<file path="config.mk">
export PLATFORM = sky130hd
export DESIGN_NAME = fe_pc_gen_flat
export DESIGN_NICKNAME = d
export VERILOG_FILES = /design/src/rtl/fe_pc_gen_if.sv /design/src/rtl/fe_pc_gen.sv /design/src/flat_wrapper.sv
export SDC_FILE = /design/constraint.sdc
export NUM_CORES = 1
export LEC_CHECK = 0
export ABC_AREA = 1
export CELL_PAD_IN_SITES_DETAIL_PLACEMENT = 1
export CELL_PAD_IN_SITES_GLOBAL_PLACEMENT = 1
export CORE_ASPECT_RATIO = 0.75
export CORE_UTILIZATION = 43
export CTS_BUF_LIST = sky130_fd_sc_hd__clkbuf_2
export DETAILED_ROUTE_END_ITERATION = 6
export DONT_BUFFER_PORTS = 1
export PLACE_DENSITY = 0.89
export SYNTH_ARGS = -nofsm -noshare
export SYNTH_HDL_FRONTEND = slang
export SYNTH_SLANG_ARGS = --single-unit
</file>
<file path="constraint.sdc">
create_clock -name clk -period 1.75 [get_ports clk]
set_input_delay 0.2625 -clock clk [delete_from_list [all_inputs] [get_ports clk]]
set_output_delay 0.2625 -clock clk [all_outputs]
set_load 0.02 [all_outputs]
</file>
<file path="src/rtl/fe_pc_gen_if.sv">
// Fetch front-end bundle: branch redirect in, instruction memory handshake, decoded-side outputs.
// master = fe_pc_gen, slave = branch unit / instruction memory / decode environment.
interface fe_pc_gen_if;
    logic        do_jump;
    logic [63:0] jump_pc;
    logic        stall;
    logic        imem_req;
    logic [63:0] imem_addr;
    logic        imem_ack;
    logic [63:0] imem_data;
    logic [1:0]  imem_len;
    logic [63:0] ir;
    logic [63:0] pc;
    logic [63:0] next_pc;
    logic        ir_valid;
    logic        fe_busy;

    modport master (
        input  do_jump, jump_pc, stall, imem_ack, imem_data, imem_len,
        output imem_req, imem_addr, ir, pc, next_pc, ir_valid, fe_busy
    );

    modport slave (
        output do_jump, jump_pc, stall, imem_ack, imem_data, imem_len,
        input  imem_req, imem_addr, ir, pc, next_pc, ir_valid, fe_busy
    );
endinterface

</file>
<file path="src/rtl/fe_pc_gen.sv">
// PC generator with single-outstanding imem fetch; ir valid the edge after ack, next request one edge later.
// stall holds a valid ir and blocks new requests; do_jump always flushes and kills any in-flight fetch.
module fe_pc_gen #(
    parameter logic [63:0] RESET_PC = 64'h0
) (
    input  logic          clk,
    input  logic          rst_n,
    fe_pc_gen_if.master   fe
);

    typedef enum logic [1:0] {IDLE, REQ, WAIT, KILL} state_t;

    state_t      state_q,     state_d;
    logic [63:0] fetch_pc_q,  fetch_pc_d;
    logic        imem_req_q,  imem_req_d;
    logic [63:0] imem_addr_q, imem_addr_d;
    logic [63:0] ir_q,        ir_d;
    logic [63:0] pc_q,        pc_d;
    logic [63:0] next_pc_q,   next_pc_d;
    logic        ir_valid_q,  ir_valid_d;

    logic [3:0]  ilen_bytes;
    logic [63:0] seq_pc;
    logic        slot_free;

    always_comb begin
        case (fe.imem_len)
            2'b00:   ilen_bytes = 4'd2;
            2'b01:   ilen_bytes = 4'd4;
            default: ilen_bytes = 4'd8;
        endcase
    end

    // Wraps modulo 2^64 by construction.
    assign seq_pc    = fetch_pc_q + {60'd0, ilen_bytes};
    assign slot_free = !ir_valid_q || !fe.stall;

    always_comb begin
        state_d     = state_q;
        fetch_pc_d  = fetch_pc_q;
        imem_req_d  = imem_req_q;
        imem_addr_d = imem_addr_q;
        ir_d        = ir_q;
        pc_d        = pc_q;
        next_pc_d   = next_pc_q;
        // A held instruction stays only while decode stalls; otherwise it is consumed.
        ir_valid_d  = ir_valid_q && fe.stall;

        case (state_q)
            IDLE: state_d = REQ;
            REQ: begin
                if (!fe.do_jump && slot_free) begin
                    imem_req_d  = 1'b1;
                    imem_addr_d = fetch_pc_q;
                    state_d     = WAIT;
                end
            end
            WAIT: begin
                if (fe.do_jump) begin
                    if (fe.imem_ack) begin
                        imem_req_d = 1'b0;
                        state_d    = REQ;
                    end else begin
                        state_d    = KILL;
                    end
                end else if (fe.imem_ack) begin
                    ir_d       = fe.imem_data;
                    pc_d       = fetch_pc_q;
                    next_pc_d  = seq_pc;
                    ir_valid_d = 1'b1;
                    fetch_pc_d = seq_pc;
                    imem_req_d = 1'b0;
                    state_d    = REQ;
                end
            end
            KILL: begin
                // Stale response is swallowed; the request must stay up until memory answers it.
                if (fe.imem_ack) begin
                    imem_req_d = 1'b0;
                    state_d    = REQ;
                end
            end
            default: state_d = REQ;
        endcase

        if (fe.do_jump) begin
            fetch_pc_d = {fe.jump_pc[63:1], 1'b0};
            ir_valid_d = 1'b0;
        end
    end

    always_ff @(posedge clk or negedge rst_n) begin
        if (!rst_n) begin
            state_q     <= REQ;
            fetch_pc_q  <= {RESET_PC[63:1], 1'b0};
            imem_req_q  <= 1'b0;
            imem_addr_q <= 64'd0;
            ir_q        <= 64'd0;
            pc_q        <= 64'd0;
            next_pc_q   <= 64'd0;
            ir_valid_q  <= 1'b0;
        end else begin
            state_q     <= state_d;
            fetch_pc_q  <= fetch_pc_d;
            imem_req_q  <= imem_req_d;
            imem_addr_q <= imem_addr_d;
            ir_q        <= ir_d;
            pc_q        <= pc_d;
            next_pc_q   <= next_pc_d;
            ir_valid_q  <= ir_valid_d;
        end
    end

    assign fe.imem_req  = imem_req_q;
    assign fe.imem_addr = imem_addr_q;
    assign fe.ir        = ir_q;
    assign fe.pc        = pc_q;
    assign fe.next_pc   = next_pc_q;
    assign fe.ir_valid  = ir_valid_q;
    assign fe.fe_busy   = (state_q != IDLE);

endmodule

</file>
<file path="src/flat_wrapper.sv">
// flat-port wrapper written by rule: the top's interface ports become plain ports
module fe_pc_gen_flat 
#(
    parameter logic [63:0] RESET_PC = 64'h0
)
  (clk, rst_n, fe_do_jump, fe_jump_pc, fe_stall, fe_imem_ack, fe_imem_data, fe_imem_len, fe_imem_req, fe_imem_addr, fe_ir, fe_pc, fe_next_pc, fe_ir_valid, fe_fe_busy);
  fe_pc_gen_if fe_i ();
  input  logic clk;
  input  logic rst_n;
  input wire logic [$bits(fe_i.do_jump)-1:0] fe_do_jump;
  input wire logic [$bits(fe_i.jump_pc)-1:0] fe_jump_pc;
  input wire logic [$bits(fe_i.stall)-1:0] fe_stall;
  input wire logic [$bits(fe_i.imem_ack)-1:0] fe_imem_ack;
  input wire logic [$bits(fe_i.imem_data)-1:0] fe_imem_data;
  input wire logic [$bits(fe_i.imem_len)-1:0] fe_imem_len;
  output wire logic [$bits(fe_i.imem_req)-1:0] fe_imem_req;
  output wire logic [$bits(fe_i.imem_addr)-1:0] fe_imem_addr;
  output wire logic [$bits(fe_i.ir)-1:0] fe_ir;
  output wire logic [$bits(fe_i.pc)-1:0] fe_pc;
  output wire logic [$bits(fe_i.next_pc)-1:0] fe_next_pc;
  output wire logic [$bits(fe_i.ir_valid)-1:0] fe_ir_valid;
  output wire logic [$bits(fe_i.fe_busy)-1:0] fe_fe_busy;
  assign fe_i.do_jump = fe_do_jump;
  assign fe_i.jump_pc = fe_jump_pc;
  assign fe_i.stall = fe_stall;
  assign fe_i.imem_ack = fe_imem_ack;
  assign fe_i.imem_data = fe_imem_data;
  assign fe_i.imem_len = fe_imem_len;
  assign fe_imem_req = fe_i.imem_req;
  assign fe_imem_addr = fe_i.imem_addr;
  assign fe_ir = fe_i.ir;
  assign fe_pc = fe_i.pc;
  assign fe_next_pc = fe_i.next_pc;
  assign fe_ir_valid = fe_i.ir_valid;
  assign fe_fe_busy = fe_i.fe_busy;
  fe_pc_gen #(.RESET_PC(RESET_PC)) u_core (.clk(clk), .rst_n(rst_n), .fe(fe_i));
endmodule
</file>
==> flow_metrics.py, run 1 <==
metrics = {
    "logic_synthesis": {
        "synth-edff-count": 0,
        "synth_area_sq_um": 14300,
        "avgSynthCellArea_sq_um": 8.00,
        "synth_cell_types": 32,
        "yosysSeqAreaShare": 0.559,
        "synthArstFlopShare": 1.00,
        "ys_ff_latch": 320,
        "yosysWarnings": 0,
        "synthCells": 1790,
        "synthFlopType": "dfrtp_1",
    },
    "floorplan": {
        "die_w_microns": 213,
        "row_count": 57,
        "io_pins": 394,
        "die_height_microns": 160,
        "initial_core_util": 0.439,
    },
    "sta": {
        "worst-ep-kind": "register input",
        "grt-worst-endpoint": "u_core.fetch_pc_q[35]$_DFFE_PN0P_/D",
    },
    "placement": {
        "place_worst_setup_slack_ns": -0.364,
        "hpwl_microns": 37300,
        "port_buffers": 0,
        "dpl_cell_area_sq_um": 15300,
        "place_congestion": 0.914,
    },
    "global_routing": {
        "antenna_found_initial": 13,
        "grt_start_max_net_pins": 321,
        "grt.total_usage": 0.754,
        "overflow": 5,
    },
    "run_status": {
        "status": "aborted with a tool error",
        "stop_stage": "global routing (5_1_grt)",
        "toolErrorMsg": "[ERROR GRT-0232] Routing congestion too high. Check the congestion heatmap in the GUI.",
    },
    "clock_tree": {
        "cts_buffer_depth": 3,
        "root_buffer": "clkbuf_2",
        "htreeDepth": 3,
        "cts_buffers": 81,
        "cts.sinks": 320,
    },
}
-- cell usage after synthesis, drive strengths merged (2+ instances only) --
cell type	n	area share
nand3	75	0.027
a21oi	5	0.0025
o21ai	155	0.055
xor2	23	0.014
buf	41	0.015
clkinv	2	0.00052
nor3	4	0.0017
and2	3	0.0013
nand4	11	0.0048
nor2	129	0.042
clkbuf	33	0.0086
nand2	844	0.22
ha	3	0.0026
dfrtp	319	0.56
o211ai	13	0.0068
inv	126	0.033
-- cell families after synthesis --
kind of cell | after synthesis | synth area share
compound gates | 173 | 0.0640
xor+xnor | 23 | 0.0141
fa+ha+maj | 4 | 0.00402
buf+inv | 202 | 0.0577
flops | 320 | 0.559
other cells | 1 | 0.000262
simple gates | 1067 | 0.301
-- per-layer routing --
layer,track usage,GRT overflow
met1,0.761,0
met4,0.710,1
met2,0.866,4
met3,0.657,0
met5,0.474,0
-- through the flow --
step           cells  setup TNS [ns]
2_1_floorplan   1792         -0.0780
3_3_place_gp    2243          -11.84
3_5_place_dp    2243          -21.52
4_1_cts         2634          -12.00
-- timing repair --
action | in CTS
pin swaps | 61
cloned | 3
setup buffers | 24
hold endpoints to repair | 640
hold buffers | 230
setup endpoints to repair | 323
resized for setup | 377
==> run 2: changes to the inputs <==
Settings changed: CELL_PAD_IN_SITES_DETAIL_PLACEMENT 1 to not set, CELL_PAD_IN_SITES_GLOBAL_PLACEMENT 1 to not set, CORE_ASPECT_RATIO 0.75 to not set, CORE_UTILIZATION 43 to 40, CTS_BUF_LIST sky130_fd_sc_hd__clkbuf_2 to not set, PLACE_DENSITY 0.89 to not set, PLACE_DENSITY_LB_ADDON set to 0.15.
Clock period 1.75 ns to 2.3 ns, I/O delays scaled along.
==> run 2 against run 1 <==
Net effect:
- the flow now finishes, with violations (negative hold slack)
- area after synthesis is the same
- synthesized cell count unchanged
==> flow_metrics.py, run 2 <==
metrics = {
    "drt": {
        "antenna_left": 0,
        "drt_iter0_markers": 794,
        "vias": 11800,
        "wl_microns": 44800,
        "routedWlPerCell_microns": 19.0,
        "detailedRoute.firstPassIterationCount": 5,
        "via_per_inst": 5.03,
        "drcViolationCount": 0,
    },
    "placement": {
        "dp_cells": 2190,
        "hpwl_microns": 31300,
        "place_worst_setup_slack_ns": 0.0847,
        "port_buffers": 0,
        "place_congestion": 0.903,
    },
    "floorplan": {
        "die_w_microns": 191,
        "coreArea_sq_um": 34900,
        "die_height_microns": 191,
        "die-area_sq_um": 36600,
        "initial_core_util": 0.411,
        "io_pins": 394,
        "row_count": 68,
    },
    "logic_synthesis": {
        "synth_top_area_share": 0.557,
        "synth-edff-count": 0,
        "synthFlopType": "dfrtp_1",
        "ys_ff_latch": 320,
        "synth_common_cells": "nand2_1 (828), dfrtp_1 (319), o21ai_0 (145)",
        "synthMuxAreaShare": 0,
        "avgSynthCellArea_sq_um": 8.00,
        "synth_compound_area_frac": 0.0640,
        "yosysWarnings": 0,
        "synthArstFlopShare": 1.00,
        "yosysMostFrequentCell": "nand2_1",
        "yosys-top-cells-area": "dfrtp_1 (56%), nand2_1 (22%), o21ai_0 (5.1%)",
        "synth_top_family_by_area": "simple AND/OR/NAND/NOR gates",
        "synth_area_sq_um": 14300,
        "synth_cell_types": 32,
        "synth_area_leader_cell": "dfrtp_1",
        "yosysSeqAreaShare": 0.559,
        "synthCells": 1790,
        "synthSimpleGateAreaFrac": 0.301,
        "synth_xor_area_frac": 0.0141,
        "synthAdderAreaFrac": 0.00402,
    },
    "worst_setup_path": {
        "crit_fanout": 5,
        "r2r_cells": 12,
        "critical_path_class": "reg -> reg",
        "critPathRequiredTime_ns": 2.70,
        "start_kind": "flop",
        "endpoint_kind": "flop",
        "arrival_ns": 2.58,
    },
    "clock_tree": {
        "root_buffer": "clkbuf_16",
        "cts_buffer_depth": 3,
        "clk_latency_ns": 0.52,
        "post-cts-setup-buffers": 0,
        "clk_pin_slew_worst_paths_ns": 0.06,
        "htreeDepth": 2,
        "cts_buffers": 36,
        "cts.sinks": 320,
        "cts_tree": "done",
    },
    "sta": {
        "holdWs_ns": -0.487,
        "rsz0062_at_grt": "false",
        "period_share": 0.944,
        "fin_tns_setup_ns": 0,
        "hold_violations": 320,
        "setup_violations": 0,
        "finClkSkew_ns": 0.0132,
        "period_needed_ns": 2.17,
        "final.setup.worst_slack_ns": 0.130,
        "max_freq_ghz": 0.461,
        "slew_headroom": 0.363,
        "report.final.slew_viol_count": 0,
        "tightest_slew_ns": 0.955,
    },
    "power_and_ir_drop": {
        "intPower_uw": 13300,
        "clkPwrFrac": 0.282,
        "power_density_nw_per_um2": 1310,
        "power.leakage_uw": 0.00859,
        "p_sw_uw": 9040,
        "p_comb_frac": 0.138,
        "power.switching_fraction": 0.406,
        "vdd_ir_drop_max_v": 0.000820,
        "p_seq_frac": 0.580,
    },
    "global_routing": {
        "antenna_found_initial": 1,
        "grt_start_max_net_pins": 321,
        "grt_first_pass_wirelength_microns": 68500,
        "overflow": 0,
        "grt_pass1_vias": 11800,
        "grt.total_usage": 0.246,
    },
    "layout": {
        "drive_gt1_frac": 0.0695,
        "final_cell_mix": "nand2_1 (828), dfrtp_1 (319), o21ai_0 (145)",
        "stdcell_count": 2355,
        "syn2layout_area_growth_pct": 19.3,
        "final_common_cell": "nand2_1",
        "finalNetCount": 2013,
        "largest_reg_flops": 64,
    },
    "job": {
        "drv_cap": 0,
    },
    "min_path": {
        "hold_path_class": "in -> async",
    },
    "run_status": {
        "violations": "negative hold slack",
        "status": "complete, but fails checks",
    },
}
## run 2: cell counts after synthesis
No cell type changed its count.
## run 2: final timing paths
kind                                             startpoint                                 to  slack (ns)
hold reg to reg               u_core.state_q[0]$_DFFE_PN1P_      u_core.state_q[0]$_DFFE_PN1P_        0.54
max in group asynchronous                             rst_n  u_core.fetch_pc_q[49]$_DFFE_PN0P_        1.99
setup / recovery           u_core.fetch_pc_q[1]$_DFFE_PN0P_  u_core.fe.next_pc[57]$_DFFE_PN0P_        0.13
hold / removal                                        rst_n       u_core.fe.pc[24]$_DFFE_PN0P_       -0.49
setup reg to reg           u_core.fetch_pc_q[1]$_DFFE_PN0P_  u_core.fe.next_pc[57]$_DFFE_PN0P_        0.13
min in group clk                             fe_jump_pc[55]  u_core.fetch_pc_q[55]$_DFFE_PN0P_        0.03
## run 2: kinds of logic (layout without fill, tap and decap cells)
logic type	count (synthesis)	after routing
flops	320	320
simple gates	1067	1067
fa+ha+maj	4	4
buf+inv	202	308
xor+xnor	23	23
compound gates	173	173
other cells	1	5
## run 2: layout make-up
class | instances | area [sq um]
fill | 3353 | 17800
tap | 455 | 569
multi-input combinational | 1270 | 5520
inverter | 128 | 488
clock buffer | 51 | 1060
antenna | 2 | 5.00
clock inverter | 11 | 234
sequential | 320 | 8010
timing repair buffer | 118 | 1200
## run 2: per-stage QoR
stage,instance area (sq um),util,power (uW)
finish,17100,0.490,22300
global route,17100,0.490,23600
CTS,17100,0.489,22500
detailed placement,14800,0.423,16000
global placement,14800,0.423,15900
floorplan,14300,-,14600
## run 2: worst max-delay path: stages, from the launching register on
cell	delay [ns]
dfrtp_1	0.38
ha_1	0.23
fa_1	0.45
nand2_2	0.14
a21oi_4	0.09
nand2_1	0.13
inv_1	0.12
nand2_2	0.19
nor2_1	0.07
nand2_1	0.05
nand2_1	0.05
nand2_1	0.08
nand2_1	0.06
## run 2: layer usage
metal,part of all wire,wire length [microns],vias up,GRT usage
met2,0.47,21300,447,0.407
li1,-,-,5709,-
met4,0.031,1410,0,0.0864
met5,0,0,-,0
met3,0.087,3880,81,0.0694
met1,0.41,18200,5612,0.306
## run 2: timing repair
action,CTS,global route
setup endpoints to repair,0,12
hold buffers,100,1
gates resized for setup,0,4
endpoints found under the hold margin,422,321
## run 2: power by group through the flow
stage	Sequential, uW	Combinational, uW	Clock (uW)
final	12900	3080	6280
after global routing	13300	3670	6660
after CTS	13000	3110	6430
after detailed placement	13000	2960	0
after global placement	13100	2810	0
after floorplan	12200	2390	0
No activity file was read; power rests on OpenSTA's default activity.
